File: src/rtl/yolo_pkg.sv
// Shared layout constants and FSM state type for the prediction frame path.
// Both the frame assembler and the detection layer import this package.
package yolo_pkg;

   localparam int YOLO_B = 3;
   localparam int YOLO_C = 20;
   localparam int YOLO_W = 16;

   // Word offsets of the fields inside one box record
   localparam int F_X   = 0;
   localparam int F_Y   = 1;
   localparam int F_W   = 2;
   localparam int F_H   = 3;
   localparam int F_OBJ = 4;
   localparam int F_CLS = 5;

   // Words in one flat prediction frame
   function automatic int pred_words(input int b, input int c);
      return b * (5 + c);
   endfunction

   typedef enum logic [1:0] {
      FILL  = 2'd0,
      HOLD  = 2'd1,
      DRAIN = 2'd2
   } pfa_state_t;

endpackage

File: src/rtl/pred_frame_buffer.sv
// N-entry word register array: one indexed write port, whole array on a flat read bus.
module pred_frame_buffer #(
   parameter int N  = 75,
   parameter int W  = 16,
   parameter int IW = 7
) (
   input  logic           clk,
   input  logic           rst,
   input  logic           we,
   input  logic [IW-1:0]  idx,
   input  logic [W-1:0]   wdata,
   output logic [N*W-1:0] rdata
);

   logic [N-1:0][W-1:0] r_mem;

   for (genvar k = 0; k < N; k++) begin : g_word
      // Each word loads only when addressed; unaddressed words keep their value
      always_ff @(posedge clk) begin
         if (rst)
            r_mem[k] <= '0;
         else if (we && (idx == IW'(k)))
            r_mem[k] <= wdata;
      end
   end

   assign rdata = r_mem;

endmodule

File: src/rtl/prediction_frame_assembler.sv
// Gathers serial prediction words into one flat frame for the detection layer.
// Frames of the wrong length are dropped and flagged with a one-cycle err_len.
module prediction_frame_assembler
   import yolo_pkg::*;
#(
   parameter int B = YOLO_B,
   parameter int C = YOLO_C,
   parameter int W = YOLO_W,
   localparam int N = pred_words(B, C)
) (
   input  logic           clk,
   input  logic           rst,
   input  logic           s_valid,
   output logic           s_ready,
   input  logic [W-1:0]   s_data,
   input  logic           s_last,
   output logic           m_valid,
   input  logic           m_ready,
   output logic [N*W-1:0] m_pred,
   output logic           err_len,
   output logic [15:0]    frame_count
);

   localparam int IW = (N > 1) ? $clog2(N) : 1;
   localparam logic [IW-1:0] IDX_LAST = IW'(N - 1);

   pfa_state_t    r_state, w_state_nxt;
   logic [IW-1:0] r_idx, w_idx_nxt;
   logic          r_err, w_err_nxt;
   logic [15:0]   r_frame_count;
   logic          w_we, w_hs, w_cnt_inc;

   // Input accepted in FILL and DRAIN, never while a frame is on display or in reset
   assign s_ready = (r_state != HOLD) && !rst;
   assign w_hs    = s_valid && s_ready;

   // Next-state, write strobe and error/count decisions
   always_comb begin
      w_state_nxt = r_state;
      w_idx_nxt   = r_idx;
      w_we        = 1'b0;
      w_err_nxt   = 1'b0;
      w_cnt_inc   = 1'b0;
      case (r_state)
         FILL: begin
            if (w_hs) begin
               w_we = 1'b1;
               if (r_idx == IDX_LAST) begin
                  w_idx_nxt = '0;
                  if (s_last) begin
                     w_state_nxt = HOLD;
                  end else begin
                     // Too long: the excess words are swallowed in DRAIN
                     w_err_nxt   = 1'b1;
                     w_state_nxt = DRAIN;
                  end
               end else if (s_last) begin
                  // Too short: restart collection, partial data never shown
                  w_err_nxt = 1'b1;
                  w_idx_nxt = '0;
               end else begin
                  w_idx_nxt = r_idx + IW'(1);
               end
            end
         end
         HOLD: begin
            if (m_ready) begin
               w_state_nxt = FILL;
               w_idx_nxt   = '0;
               w_cnt_inc   = 1'b1;
            end
         end
         DRAIN: begin
            if (w_hs && s_last) begin
               w_state_nxt = FILL;
               w_idx_nxt   = '0;
            end
         end
         default: begin
            w_state_nxt = FILL;
            w_idx_nxt   = '0;
         end
      endcase
   end

   // State, write index, error pulse and delivered-frame counter
   always_ff @(posedge clk) begin
      if (rst) begin
         r_state       <= FILL;
         r_idx         <= '0;
         r_err         <= 1'b0;
         r_frame_count <= '0;
      end else begin
         r_state <= w_state_nxt;
         r_idx   <= w_idx_nxt;
         r_err   <= w_err_nxt;
         if (w_cnt_inc)
            r_frame_count <= r_frame_count + 16'd1;
      end
   end

   pred_frame_buffer #(.N(N), .W(W), .IW(IW)) u_buf (
      .clk   (clk),
      .rst   (rst),
      .we    (w_we),
      .idx   (r_idx),
      .wdata (s_data),
      .rdata (m_pred)
   );

   assign m_valid     = (r_state == HOLD);
   assign err_len     = r_err;
   assign frame_count = r_frame_count;

endmodule

File: config.mk
export PLATFORM = sky130hd
export DESIGN_NAME = prediction_frame_assembler
export DESIGN_NICKNAME = d
export VERILOG_FILES = /design/src/rtl/yolo_pkg.sv /design/src/rtl/pred_frame_buffer.sv /design/src/rtl/prediction_frame_assembler.sv
export SDC_FILE = /design/constraint.sdc
export NUM_CORES = 2
export LEC_CHECK = 0
export ABC_AREA = 1
export CAP_MARGIN = 20
export CORE_AREA = 4 4 482 484
export CTS_CLUSTER_SIZE = 40
export DETAILED_ROUTE_END_ITERATION = 6
export DIE_AREA = 0 0 486 488
export DONT_BUFFER_PORTS = 1
export GPL_TIMING_DRIVEN = 0
export PLACE_DENSITY = 0.4
export SLEW_MARGIN = 40
export SYNTH_ARGS = -nofsm -noshare
export SYNTH_HDL_FRONTEND = slang
export SYNTH_SLANG_ARGS = --single-unit
File: constraint.sdc
create_clock -name clk -period 2.1 [get_ports clk]
set_input_delay 0.42 -clock clk [delete_from_list [all_inputs] [get_ports clk]]
set_output_delay 0.42 -clock clk [all_outputs]
set_load 0.03 [all_outputs]
==> reports/metrics.json <==
{
  "vdd_drop_max_mv": 0.505,
  "num_vias": 39700,
  "dp.final_hpwl_um": 199000,
  "groute.usage.overall": 0.206,
  "report.final.slew_viol_count": 0,
  "run_status": "finished with violations",
  "power.leakage_nw": 19.7,
  "top_level_ports": 1240,
  "tightestPinTransition_ns": 0.970,
  "initial_core_util": 0.190,
  "grt_setup_unrepaired": "yes",
  "htree_depth": 4,
  "tritoncts_num_sinks": 1226,
  "max_cap_viol_count": 0,
  "timing.final.crit_share": 1.05,
  "final_hold_viol_count": 0,
  "syn_area_um2": 43100,
  "drt_first_pass_iters": 6,
  "violations_in_the_final_reports": "setup timing",
  "ctsRootBufferMaster": "clkbuf_16",
  "routed_via_density": 4.40,
  "worst_path_largest_cell_delay_ns": 0.35,
  "worst_hold_path.num_cells": 3,
  "tritoncts": "built",
  "floorplan.die.height_um": 488,
  "postRouteAntennaNets": 0,
  "floorplan.die_area_um2": 237000,
  "clock.fmax_mhz": 452,
  "timing.max_slew.rel_slack": 0.353,
  "share_of_the_core_filled_with_cells_in_the_final_layout": 0.240,
  "rr_worst_depth": 11,
  "grt_overflow": 0,
  "detailed_route_iter0_violations": 2919,
  "setup_viol_count_final": 1,
  "finalWeightedCongestion": 0.857,
  "clkPwrFrac": 0.501,
  "internal-power_mw": 39.3,
  "finalNetCount": 5884,
  "timing.critical_path.arrival_ns": 1.79,
  "worst_hold_slack_ns": 0.115,
  "worstSkewPairLatency_ns": 0.80,
  "synth.largest_area_cell": "dfxtp_1",
  "netlist-cell-type-count": 26,
  "postPlaceCellArea_um2": 47800,
  "port-buffer-count": 0,
  "final_critical_delay_including_setup_and_external_delays_ns": 2.21,
  "worstPathCellList": "inv_4 -> nand2_4 -> clkinvlp_4 -> nor2_4",
  "timing.critical_path.slowest_stage_cell": "dfxtp_2",
  "layout.cell_area.non_filler_um2": 54600,
  "synth_top_area_frac": 0.569,
  "postSynthCellCount": 5633,
  "cts.clk_slew.worst_paths_ns": 0.06,
  "detail_route.drc_violations": 0,
  "timing.hold.worst.class": "input port to register",
  "ys_seq_area_frac": 0.569,
  "post_synthesis_area_per_instance_um2": 7.66,
  "core_area_um2": 227000,
  "grt_start_max_net_pins": 18,
  "yosysWarningCount": 0,
  "setup.worst_path.class": "register to output port",
  "place_worst_setup_slack_ns": -1.48,
  "die_width_um": 486,
  "endpoint_kind": "output port",
  "antenna_found_initial": 26,
  "placement_rows": 175,
  "synthesis.nets": 5659,
  "portion_of_total_power_attributed_to_sequential_cells": 0.448,
  "wire_per_inst_um": 28.3,
  "tritoncts.num_buffers": 146,
  "finClkSkew_ns": 0.0191,
  "grt_first_pass_wirelength_um": 336000,
  "postSynthRegisterBits": 1226,
  "grt_pass1_vias": 37200,
  "synthToLayoutAreaGrowth_pct": 26.5,
  "netSwitchingPower_mw": 13.3,
  "postLayoutSetupSlackWorst_ns": -0.114,
  "routed_wirelength_um": 255000,
  "p_per_area_nw_per_um2": 963,
  "clock_tree_buf_depth": 3,
  "pwr-share-comb": 0.051,
  "net_sw_frac": 0.253,
  "layout-drive-gt1-share": 0.126,
  "worstPathRequired_ns": 1.68,
  "tns_setup_ns": -0.114,
  "cp-start-kind": "register",
  "synth.top_cells.by_area": "dfxtp_1, nor2_1, o21ai_0, clkbuf_1, a21oi_1",
  "critical_path.max_fanout": 3
}
[per-stage QoR]
stage	std cells	power (mW)
floorplan	5633	25.1
global placement	8642	26.5
finish	9006	52.6
CTS	8989	53.3
global route	8989	54.4
detailed placement	8670	26.7
[layout make-up]
type	count	area, µm²
Inverter	114	581
Timing Repair Buffer	101	1440
Buffer	407	2230
Clock inverter	50	648
Antenna cell	20	50.0
Multi-Input combinational cell	3862	17000
Clock buffer	217	4330
Tap cell	3009	3760
Sequential cell	1226	24600
Fill cell	25100	173000
[what timing repair did]
| item | 4_1_cts | 5_1_grt |
|---|---|---|
| setup endpoints to repair | 1208 | 783 |
| buffers inserted | 59 | 10 |
| hold endpoints to repair | 10 | 0 |
| hold buffers | 4 | 0 |
| resized for setup | 278 | 314 |
| pin swaps | 24 | 5 |
[kinds of logic (layout without fill, tap and decap cells)]
group | count (synthesis) | in the layout | share of synthesized area
AND/OR/NAND/NOR | 2546 | 2546 | 0.224
AO/OA/AOI/OAI | 1310 | 1310 | 0.152
flip-flops | 1226 | 1226 | 0.569
buffers and inverters | 545 | 889 | 0.0529
adder cells (fa/ha/maj) | 5 | 5 | 0.00145
XOR/XNOR | 1 | 1 | 0.000203
other | 0 | 20 | 0
[power by group through the flow]
| stage | Clock [mW] | Sequential, mW | Combinational [mW] |
|---|---|---|---|
| after floorplan | 0 | 24.0 | 1.14 |
| after global placement | 0 | 24.1 | 2.45 |
| after detailed placement | 0 | 24.1 | 2.60 |
| after CTS | 27.0 | 23.6 | 2.71 |
| after global routing | 27.9 | 23.6 | 2.93 |
| final | 26.3 | 23.6 | 2.70 |
[synth_stat cells]
cell type  number
o21bai_1        3
ha_1            5
nand3_1        30
clkbuf_1      345
nor2_4          1
nand2_1       126
o21ai_0      1210
nor3_1          2
buf_2          38
a21boi_0        1
xor2_1          1
or2_2           1
nor2_2         14
nor3b_1         2
dfxtp_1      1226
buf_6           2
and3_1          1
o21a_1          1
nor2_1       2361
buf_4          46
nand4_1         7
inv_1          66
a21oi_1        95
nand4_2         1
clkinv_1        2
inv_2          46
[critical path: cells and delay by family (launching register included)]
kind	cells	cell delay [ns]
buf+inv	2	0.29
simple gates	2	0.36
flops	1	0.35
[final timing paths]
check,startpoint,slack (ns),endpoint
setup / recovery,r_state[1],-0.11,s_ready
hold / removal,s_data[4],0.12,u_buf.rdata[756]
setup reg to reg,r_state[1],0.06,u_buf.rdata[1003]
hold reg to reg,r_idx[0],0.51,r_idx[0]
[placed cells by master (no fill, tap or decap), types with 8 or more instances in the layout]
cell        Yosys  final
inv_2          46     36
o21ai_1         0    102
buf_16          0     16
clkbuf_4        0     35
inv_1          66     31
buf_2          38     24
nand2_2         0     32
nand2_4         0     40
buf_6           2     10
clkbuf_16       0    148
nand2_1       126     53
diode_2         0     20
a21oi_1        95     95
buf_12          0     30
clkinvlp_4      0     14
dfxtp_2         0     13
nor2_1       2361   2351
clkinv_2        0     17
buf_8           0      8
o21ai_0      1210   1101
clkbuf_1      345    228
nor2_4          1     24
nand3_1        30     25
clkbuf_2        0     78
buf_4          46    100
clkbuf_8        0     44
inv_4           0     32
inv_6           0     11
dfxtp_1      1226   1213
[sequential cells by signal, summed over array words and instances, names as in the netlist]
signal,flops
u_buf.rdata,1200
r_idx,7
frame_count,16
r_state,2
err_len,1
[per-layer routing]
metal / track usage / part of all wire / vias up
li1: - / - / 18600
met1: 0.225 / 0.37 / 19200
met4: 0.0449 / 0.022 / 0
met5: 0 / 0 / -
met2: 0.366 / 0.49 / 1680
met3: 0.0904 / 0.11 / 254
Note: power is estimated with default switching activity, not from simulation.
